File: src/rtl/ball_motion_engine.sv
// -----------------------------------------------------------------------------
// ball_motion_engine
//
// Moves one square ball for the two-paddle VGA game. The ball advances on a
// divided tick by a step that is latched at serve time. It bounces off the
// side walls and both paddles. A ball that gets past a paddle scores a point
// for the opposite player, and the ball is then frozen for a fixed number of
// ticks before it returns to the serve position.
//
// Ports
//   clk        in   system clock
//   rst_n      in   synchronous, active-low reset
//   start      in   serve request (level), honoured only in IDLE
//   speed      in   pixels per tick, latched at serve, 0 behaves as 1
//   pad_bot_x  in   left x of the bottom paddle
//   pad_top_x  in   left x of the top paddle
//   ball_x     out  ball left x
//   ball_y     out  ball top y
//   state      out  0=IDLE, 1=PLAY, 2=MISS
//   hit        out  one-cycle pulse on a paddle bounce
//   miss_bot   out  one-cycle pulse when the ball passes the bottom paddle
//   miss_top   out  one-cycle pulse when the ball passes the top paddle
//   score_top  out  points won by the top player (saturating)
//   score_bot  out  points won by the bottom player (saturating)
// -----------------------------------------------------------------------------
module ball_motion_engine #(
    parameter int CLK_DIV    = 500_000,
    parameter int XW         = 10,
    parameter int H_RES      = 800,
    parameter int V_RES      = 600,
    parameter int BALL       = 40,
    parameter int PAD_W      = 100,
    parameter int BOT_PAD_Y  = 560,
    parameter int TOP_PAD_Y  = 40,
    parameter int SERVE_X    = 380,
    parameter int SERVE_Y    = 280,
    parameter int HOLD_TICKS = 50,
    parameter int SCORE_W    = 4
) (
    input  logic               clk,
    input  logic               rst_n,
    input  logic               start,
    input  logic [2:0]         speed,
    input  logic [XW-1:0]      pad_bot_x,
    input  logic [XW-1:0]      pad_top_x,
    output logic [XW-1:0]      ball_x,
    output logic [XW-1:0]      ball_y,
    output logic [1:0]         state,
    output logic               hit,
    output logic               miss_bot,
    output logic               miss_top,
    output logic [SCORE_W-1:0] score_top,
    output logic [SCORE_W-1:0] score_bot
);

    typedef enum logic [1:0] {
        ST_IDLE = 2'd0,
        ST_PLAY = 2'd1,
        ST_MISS = 2'd2
    } state_t;

    // Signed coordinate one bit wider than the screen range, so that a
    // step past the left/top edge shows up as a negative value.
    typedef logic signed [XW:0] scoord_t;

    localparam int CW = $clog2(CLK_DIV);
    localparam int HW = $clog2(HOLD_TICKS + 1);

    localparam logic [CW-1:0] TICK_LAST = CW'(CLK_DIV - 1);
    localparam logic [HW-1:0] HOLD_LAST = HW'(HOLD_TICKS - 1);

    localparam scoord_t S_ZERO    = '0;
    localparam scoord_t X_MAX_S   = scoord_t'(H_RES - BALL);
    localparam scoord_t Y_MAX_S   = scoord_t'(V_RES - BALL);
    localparam scoord_t BOT_REST  = scoord_t'(BOT_PAD_Y - BALL);
    localparam scoord_t TOP_REST  = scoord_t'(TOP_PAD_Y);

    localparam logic [XW-1:0] X_MAX_U    = XW'(H_RES - BALL);
    localparam logic [XW-1:0] Y_MAX_U    = XW'(V_RES - BALL);
    localparam logic [XW-1:0] BOT_REST_U = XW'(BOT_PAD_Y - BALL);
    localparam logic [XW-1:0] TOP_REST_U = XW'(TOP_PAD_Y);
    localparam logic [XW-1:0] SERVE_X_U  = XW'(SERVE_X);
    localparam logic [XW-1:0] SERVE_Y_U  = XW'(SERVE_Y);

    localparam logic [XW:0] BALL_W  = (XW+1)'(BALL);
    localparam logic [XW:0] PAD_W_W = (XW+1)'(PAD_W);

    // Registered state
    state_t               state_q;
    logic [CW-1:0]        tick_cnt_q;
    logic [HW-1:0]        hold_cnt_q;
    logic [XW-1:0]        ball_x_q;
    logic [XW-1:0]        ball_y_q;
    logic                 dir_x_q;      // 1 = moving right
    logic                 dir_y_q;      // 1 = moving down
    logic [2:0]           step_q;
    logic                 hit_q;
    logic                 miss_bot_q;
    logic                 miss_top_q;
    logic [SCORE_W-1:0]   score_top_q;
    logic [SCORE_W-1:0]   score_bot_q;

    // Candidate result of one PLAY tick
    logic [XW-1:0]        ball_x_d;
    logic [XW-1:0]        ball_y_d;
    logic                 dir_x_d;
    logic                 dir_y_d;
    logic                 hit_d;
    logic                 miss_bot_d;
    logic                 miss_top_d;

    logic                 tick;
    scoord_t              bx_s;
    scoord_t              by_s;
    scoord_t              step_s;
    scoord_t              nx;
    scoord_t              ny;
    logic [XW:0]          bx_w;
    logic                 overlap_bot;
    logic                 overlap_top;

    assign tick = (tick_cnt_q == TICK_LAST);

    // Geometry of the next tick. Only consumed on the tick cycle, which is
    // also the only time the paddle inputs matter.
    always_comb begin
        // NOTE: every output of this block gets a default first, so no path
        // leaves a value unassigned and no latch can be inferred.
        ball_x_d   = '0;
        ball_y_d   = '0;
        dir_x_d    = dir_x_q;
        dir_y_d    = dir_y_q;
        hit_d      = 1'b0;
        miss_bot_d = 1'b0;
        miss_top_d = 1'b0;

        bx_s   = $signed({1'b0, ball_x_q});
        by_s   = $signed({1'b0, ball_y_q});
        step_s = $signed({{(XW-2){1'b0}}, step_q});
        nx     = dir_x_q ? (bx_s + step_s) : (bx_s - step_s);
        ny     = dir_y_q ? (by_s + step_s) : (by_s - step_s);

        // Overlap uses the pre-update x; paddles beyond the screen are
        // taken as given, so the sums are kept one bit wider.
        bx_w        = {1'b0, ball_x_q};
        overlap_bot = (bx_w + BALL_W > {1'b0, pad_bot_x}) &&
                      (bx_w < {1'b0, pad_bot_x} + PAD_W_W);
        overlap_top = (bx_w + BALL_W > {1'b0, pad_top_x}) &&
                      (bx_w < {1'b0, pad_top_x} + PAD_W_W);

        // Horizontal: clamp at either wall and reflect.
        ball_x_d = nx[XW-1:0];
        if (nx <= S_ZERO) begin
            ball_x_d = '0;
            dir_x_d  = 1'b1;
        end else if (nx >= X_MAX_S) begin
            ball_x_d = X_MAX_U;
            dir_x_d  = 1'b0;
        end

        // Vertical: a paddle only reflects when this step carries the
        // ball's leading edge across the paddle face; the crossing test is
        // written on ball top y so the comparison stays in range.
        ball_y_d = ny[XW-1:0];
        if (dir_y_q) begin
            if (by_s <= BOT_REST && ny >= BOT_REST && overlap_bot) begin
                ball_y_d = BOT_REST_U;
                dir_y_d  = 1'b0;
                hit_d    = 1'b1;
            end else if (ny >= Y_MAX_S) begin
                ball_y_d   = Y_MAX_U;
                miss_bot_d = 1'b1;
            end
        end else begin
            if (by_s >= TOP_REST && ny <= TOP_REST && overlap_top) begin
                ball_y_d = TOP_REST_U;
                dir_y_d  = 1'b1;
                hit_d    = 1'b1;
            end else if (ny <= S_ZERO) begin
                ball_y_d   = '0;
                miss_top_d = 1'b1;
            end
        end
    end

    always_ff @(posedge clk) begin
        // NOTE: reset is sampled on the clock edge only; a low pulse on
        // rst_n that ends before the next rising edge is not seen.
        if (!rst_n) begin
            state_q     <= ST_IDLE;
            tick_cnt_q  <= '0;
            hold_cnt_q  <= '0;
            ball_x_q    <= SERVE_X_U;
            ball_y_q    <= SERVE_Y_U;
            dir_x_q     <= 1'b1;
            dir_y_q     <= 1'b1;
            step_q      <= 3'd1;
            hit_q       <= 1'b0;
            miss_bot_q  <= 1'b0;
            miss_top_q  <= 1'b0;
            score_top_q <= '0;
            score_bot_q <= '0;
        end else begin
            // NOTE: sequential state uses non-blocking assignments, so the
            // pulse defaults below are overridden cleanly by later lines.
            hit_q      <= 1'b0;
            miss_bot_q <= 1'b0;
            miss_top_q <= 1'b0;
            tick_cnt_q <= tick ? '0 : tick_cnt_q + CW'(1);

            case (state_q)
                ST_IDLE: begin
                    if (start) begin
                        state_q    <= ST_PLAY;
                        tick_cnt_q <= '0;
                        step_q     <= (speed == 3'd0) ? 3'd1 : speed;
                    end
                end

                ST_PLAY: begin
                    if (tick) begin
                        ball_x_q   <= ball_x_d;
                        ball_y_q   <= ball_y_d;
                        dir_x_q    <= dir_x_d;
                        dir_y_q    <= dir_y_d;
                        hit_q      <= hit_d;
                        miss_bot_q <= miss_bot_d;
                        miss_top_q <= miss_top_d;
                        if (miss_bot_d) begin
                            state_q    <= ST_MISS;
                            hold_cnt_q <= '0;
                            if (score_top_q != '1)
                                score_top_q <= score_top_q + SCORE_W'(1);
                        end
                        if (miss_top_d) begin
                            state_q    <= ST_MISS;
                            hold_cnt_q <= '0;
                            if (score_bot_q != '1)
                                score_bot_q <= score_bot_q + SCORE_W'(1);
                        end
                    end
                end

                ST_MISS: begin
                    if (tick) begin
                        if (hold_cnt_q == HOLD_LAST) begin
                            // dir_y is left as it was at the miss, which
                            // already points toward the player who lost.
                            hold_cnt_q <= '0;
                            ball_x_q   <= SERVE_X_U;
                            ball_y_q   <= SERVE_Y_U;
                            dir_x_q    <= 1'b1;
                            state_q    <= ST_IDLE;
                        end else begin
                            hold_cnt_q <= hold_cnt_q + HW'(1);
                        end
                    end
                end

                default: state_q <= ST_IDLE;
            endcase
        end
    end

    assign ball_x    = ball_x_q;
    assign ball_y    = ball_y_q;
    assign state     = state_q;
    assign hit       = hit_q;
    assign miss_bot  = miss_bot_q;
    assign miss_top  = miss_top_q;
    assign score_top = score_top_q;
    assign score_bot = score_bot_q;

endmodule

File: config.mk
export PLATFORM = sky130hd
export DESIGN_NAME = ball_motion_engine
export DESIGN_NICKNAME = d
export VERILOG_FILES = /design/src/rtl/ball_motion_engine.sv
export SDC_FILE = /design/constraint.sdc
export NUM_CORES = 1
export LEC_CHECK = 0
export CORE_MARGIN = 3
export CORE_UTILIZATION = 64
export CTS_BUF_LIST = sky130_fd_sc_hd__clkbuf_4 sky130_fd_sc_hd__clkbuf_8
export CTS_CLUSTER_SIZE = 25
export DETAILED_ROUTE_END_ITERATION = 16
export PLACE_DENSITY = 0.89
export SLEW_MARGIN = 20
export SYNTH_ARGS = -nofsm -noshare
export SYNTH_HDL_FRONTEND = slang
export SYNTH_SLANG_ARGS = --single-unit
File: constraint.sdc
create_clock -name clk -period 6.05 [get_ports clk]
set_input_delay 1.21 -clock clk [delete_from_list [all_inputs] [get_ports clk]]
set_output_delay 1.21 -clock clk [all_outputs]
set_load 0.02 [all_outputs]
[After elaboration in Yosys (flattened, before gate mapping)]
Index checks and enable logic that the tools add are counted.
Word-level totals
  output and inout port bits: 33
  logic and storage cells: 117
  input bits: 26
  register bits: 63
Cells by class
  reduce and logical (&&, ||, !) cells: 18
  mux-type cells: 51
  equality and inequality tests: 12
  $lt $le $gt $ge: 12
  add/sub/neg operators: 11
Operators with widths (count)
  10-bit two-way mux: 13
  19-bit two-way mux: 3
  10-bit one-hot mux with 2 select lines: 2
  11-bit >= comparator, second input constant: 3
  6-bit two-way mux: 5
  10-bit by 3-bit adder with 11-bit output: 2
  10-bit by 7-bit adder with 11-bit output, second input constant: 2
  11-bit by 10-bit greater-than comparator with 1-bit output: 2
  11-bit by 1-bit less-or-equal comparator with 1-bit output, second input constant: 2
  10-bit by 11-bit less-than comparator with 1-bit output: 2
  11-bit two-way mux: 2
  10-bit by 3-bit subtractor with 11-bit output: 2
  19-bit by 1-bit adder with 19-bit output, second input constant: 1
  19-bit == test, second input constant: 1
  1-bit two-way mux: 16
  4-bit AND reduction: 4
  2-bit two-way mux: 6
  6-bit one-hot mux with 2 select lines: 1
  10-bit by 6-bit adder with 11-bit output, second input constant: 1
  11-bit by 7-bit less-or-equal comparator with 1-bit output, second input constant: 1
  10-bit by 6-bit >= comparator with 1-bit output, second input constant: 1
  10-bit less-or-equal comparator, second input constant: 1
  5-bit AND reduction: 2
  4-bit by 1-bit adder with 4-bit output, second input constant: 2
  other kinds (16): 27

[Depth between registers and ports, before layout]
  word-level depth: 11
  gate-level depth with buffers: 14
  gate-level depth less buffers: 14

[Least setup slack after synthesis]
OpenSTA, ideal clock, no wires.
  path kind: input port to flip-flop
  start point: input pad_bot_x[2]
  end point: register hold_cnt_q[4]
  cell stages on the path: 14
  path buffers: 0
  data arrival time: 3.809 ns
  library setup time: 0.070 ns
  data required time: 5.980 ns
  path slack: 2.172 ns
  path through: ha_1 -> a211o_1 -> nand2_1 -> xnor2_1 -> ha_1 -> nand4_1 -> a221o_1 -> a21oi_1 -> nand4b_1 -> o2111ai_2 -> o31ai_2 -> a32oi_2 -> or4_1 -> a21oi_1
On the way
  longest elaborated chain between the ends: 8
  elaborated cells on any way between the ends: 9
  classes of those cells: 1 x add/sub; 2 x order compare; 1 x eq/ne; 2 x mux; 3 x reduce/logical
Ends and longest elaborated chain
  start: declaration: line 44  | input logic [XW-1:0] pad_bot_x,
  10-bit by 7-bit adder with 11-bit output: line 147  | (bx_w < {1'b0, pad_bot_x} + PAD_W_W);
  10-bit by 11-bit less-than comparator with 1-bit output: line 147
  1-bit logical AND *: line 146  | overlap_bot = (bx_w + BALL_W > {1'b0, pad_bot_x}) &&
  1-bit logical AND *: line 166  | if (by_s <= BOT_REST && ny >= BOT_REST && overlap_bot) begin
  1-bit two-way mux *: line 166
  1-bit two-way mux *: line 165  | if (dir_y_q) begin
  3-bit inequality test (no line) *
  4-bit AND reduction (no line) *
  end signal: assignment: line 255  | hold_cnt_q <= hold_cnt_q + HW'(1);
  end: declaration: line 91  | logic [HW-1:0] hold_cnt_q;
Mark *: on every way between the ends. The rest lies on a longest branch, timed or not.
A chain may end at the register's enable or synchronous reset.

[Worst setup path after layout]
  start point: register step_q[0]
  end point: register ball_y_q[3], in the netlist ball_y[3]
On the way
  longest elaborated chain between the ends: 9
  elaborated cells on any way between the ends: 18
  classes of those cells: 2 x add/sub; 4 x order compare; 8 x mux; 4 x reduce/logical
Ends and longest elaborated chain
  start: declaration: line 96  | logic [2:0] step_q;
  start signal: assignment: line 216  | step_q <= (speed == 3'd0) ? 3'd1 : speed;
  10-bit by 3-bit subtractor with 11-bit output / 10-bit by 3-bit adder with 11-bit output (equally long branches): line 141  | ny = dir_y_q ? (by_s + step_s) : (by_s - step_s);
  11-bit two-way mux *: line 141
  11-bit by 7-bit less-or-equal comparator with 1-bit output / 11-bit >= comparator (equally long branches): line 175, 166
  1-bit logical AND, on equally long branches (2 in a row): line 175, 166
  10-bit two-way mux, on equally long branches: line 175, 166
  10-bit two-way mux *: line 165
  10-bit two-way mux *: line 221  | if (tick) begin
  10-bit one-hot mux with 2 select lines *: line 211  | case (state_q)
  end signal: assignment: line 223  | ball_y_q <= ball_y_d;
  end: declaration: line 93  | logic [XW-1:0] ball_y_q;
Mark *: on every way between the ends. The rest lies on a longest branch, timed or not. The select of a mux whose other input is x is not followed.

==> metrics <==
status finished clean; final setup violation count 0; endpoints failing hold 0; commonest non-fill, non-tap cell in the layout nor2_1; PortBufs 58; Post-synth ARST share 0; Synth cell types 79; most frequent cells in the layout nor2_1 (67), ha_1 (63), dfxtp_1 (63); Cell Count, Final, Fillers Out roughly 840; sequential area share after synthesis 0.232; Post-DRT Antenna Nets 0; Worst-Skew Late Latency about 0.35 ns; CTS tree built; Post-synth EDFFs 0; RSZ-0062 raised after global routing no; first-pass iteration count of the detailed router 5; Req. time, crit path between 6 and 7 ns; Nets 823; Clock Pin Slew Worst Setup and Hold Paths approximately 0.08 ns; Die Wd 98.2 um; crit-path max FO 8; vias in the first global route 5253; type of the worst setup path flip-flop to flip-flop; area grow syn2layout 15.6%; measured slew at the worst slew-check pin 0.994 ns; CP Launch Type flip-flop; share of cells above drive strength 1 0.0597; net count after synthesis between 700 and 800; Lkg Pwr 0.00257 uW; chip height 98.2 um; Via-to-Cell Ratio about 6.4; Synth area leaders dfxtp_1 (23%), ha_1 (14%), xnor2_1 (5.6%), nor2_1 (4.6%), a21oi_1 (3.6%); Setup Total Neg Slack 0 ns; cell count after synthesis 679; post_cts resized 0; leading area contributor after synthesis dfxtp_1; fin. max-slew vios 0; initial antenna violation count 0; Place WS between 1 and 1.5 ns; CP endpoint kind flip-flop; Worst Skew 0.00979 ns; aggregate routed wire length 14.5 mm; Die ar. 9640 um^2; diode count 0; Post-CTS Setup Inserts 0; GRT Resource Usage Total 0.302; Via Count approximately 5.4k; min-delay worst type flip-flop to flip-flop; PD cells 146 nW/um^2; gpl congestion 0.971; Core ar. between 7000 and 8000 um^2; Yosys reg bits 63; minimum clock period ~4.7 ns; Root Buffer clkbuf_8; Avg WL per Cell 17.3 um; WHS 0.467 ns; Post-Place Cells 823; Final HPWL DP about 11 mm; initial core utilization 0.683; post-route clock period utilization 0.778; Num CTS Buffers 9; worst path arrival time 5.01 ns; CTS Sinks 63; number of max-cap violations 0; top_reg_cell synth dfxtp_1; fmax about 0.21 GHz; Yosys top cell area share 0.232; first-pass GRT wire length between 20 and 25 mm; num ports slightly below 60; H-tree levels 3; 1st-iter DRT viols between 300 and 400; Post-Syn Area per Cell 8.01 um^2; Clock Path Buffers 2; filler cell count 579; Ys Warns 0; DRC 0; FF/Latch Area 1260 um^2; worst vdd ir between 150 and 200 uV; Cell Rows 32; Cell Area, Synth around 5400 um^2; setup ws final 1.35 ns; Max-slew headroom 0.331; pin count of the biggest net entering global routing 20; total gr overflow 0; Post-CTS Hold Fix Bufs 0; area occupied by multi-input gates slightly below 4000 um^2
[state kept, by name, summed over array words and instances (netlist names), 2 cells and up]
name	count
score_bot	4
score_top	4
hold_cnt_q	6
ball_x	10
ball_y	10
step_q	3
tick_cnt_q	19
state	2
[worst max-delay path: stages, from the launching register on]
cell	delay, ns
dfxtp_1	0.46
inv_1	0.11
ha_1	0.21
ha_1	0.29
mux2_2	0.29
ha_1	0.36
o21a_1	0.23
a211oi_1	0.41
nor4_1	0.16
o21ai_0	0.28
nor4bb_1	0.78
nor2_1	0.35
a21oi_1	0.37
a21boi_0	0.22
o22a_1	0.14
[cell usage after synthesis (14+ instances only)]
cell type,instances
xnor2_1,35
nor2_1,67
inv_1,44
ha_1,63
nand3_1,28
a21o_1,15
a211oi_1,16
and3_1,14
dfxtp_1,63
o21ai_0,33
xor2_1,16
clkbuf_1,15
a21oi_1,39
nand2_1,47
nor3_1,17
[through the flow]
step                      total power, uW   util  area [um^2]
after floorplan                       507      -         5440
after global placement                545  0.763         6080
after detailed placement              551  0.763         6080
after CTS                             914  0.788         6280
after global routing                  948  0.789         6280
final                                 915  0.789         6280
[cells by family (layout without fill, tap and decap cells)]
group           Yosys count  count (layout)  synth area share
simple gates            243             243             0.228
compound gates          189             189             0.248
fa+ha+maj                67              67             0.156
flops                    63              63             0.232
buf+inv                  61             119            0.0442
xor+xnor                 51              51            0.0821
mux                       5               5            0.0101
[worst paths after layout]
check                           start                  endpoint  slack [ns]  cells after the start
max reg2reg    step_q[0]$_SDFFE_PN1P_    ball_y[3]$_SDFFE_PN1P_        1.35                     14
max            step_q[0]$_SDFFE_PN1P_    ball_y[3]$_SDFFE_PN1P_        1.35                     14
min reg2reg  tick_cnt_q[0]$_SDFF_PN0_  tick_cnt_q[0]$_SDFF_PN0_        0.47                      1
min          tick_cnt_q[0]$_SDFF_PN0_  tick_cnt_q[0]$_SDFF_PN0_        0.47                      1
[power by group]
| part | internal (uW) | switching [uW] | leakage [uW] |
|---|---|---|---|
| sequential | 417 | 3.75 | 0.000509 |
| combinational | 56.4 | 66.7 | 0.00197 |
| clock | 190 | 181 | 0.0000875 |
[layer usage]
layer  wire length (um)  global-route usage
met2               6930               0.507
met3                877              0.0457
met4                385               0.110
met1               6320               0.394
met5                  0                   0
[cell type report]
type,instances,share of cell area
sequential,63,0.201
multi-input combinational,555,0.628
inverter,44,0.0263
timing repair buffer,59,0.0936
clock buffer,9,0.0197
tap,102,0.0203
clock inverter,7,0.0117
No activity file was read; power rests on OpenSTA's default activity.
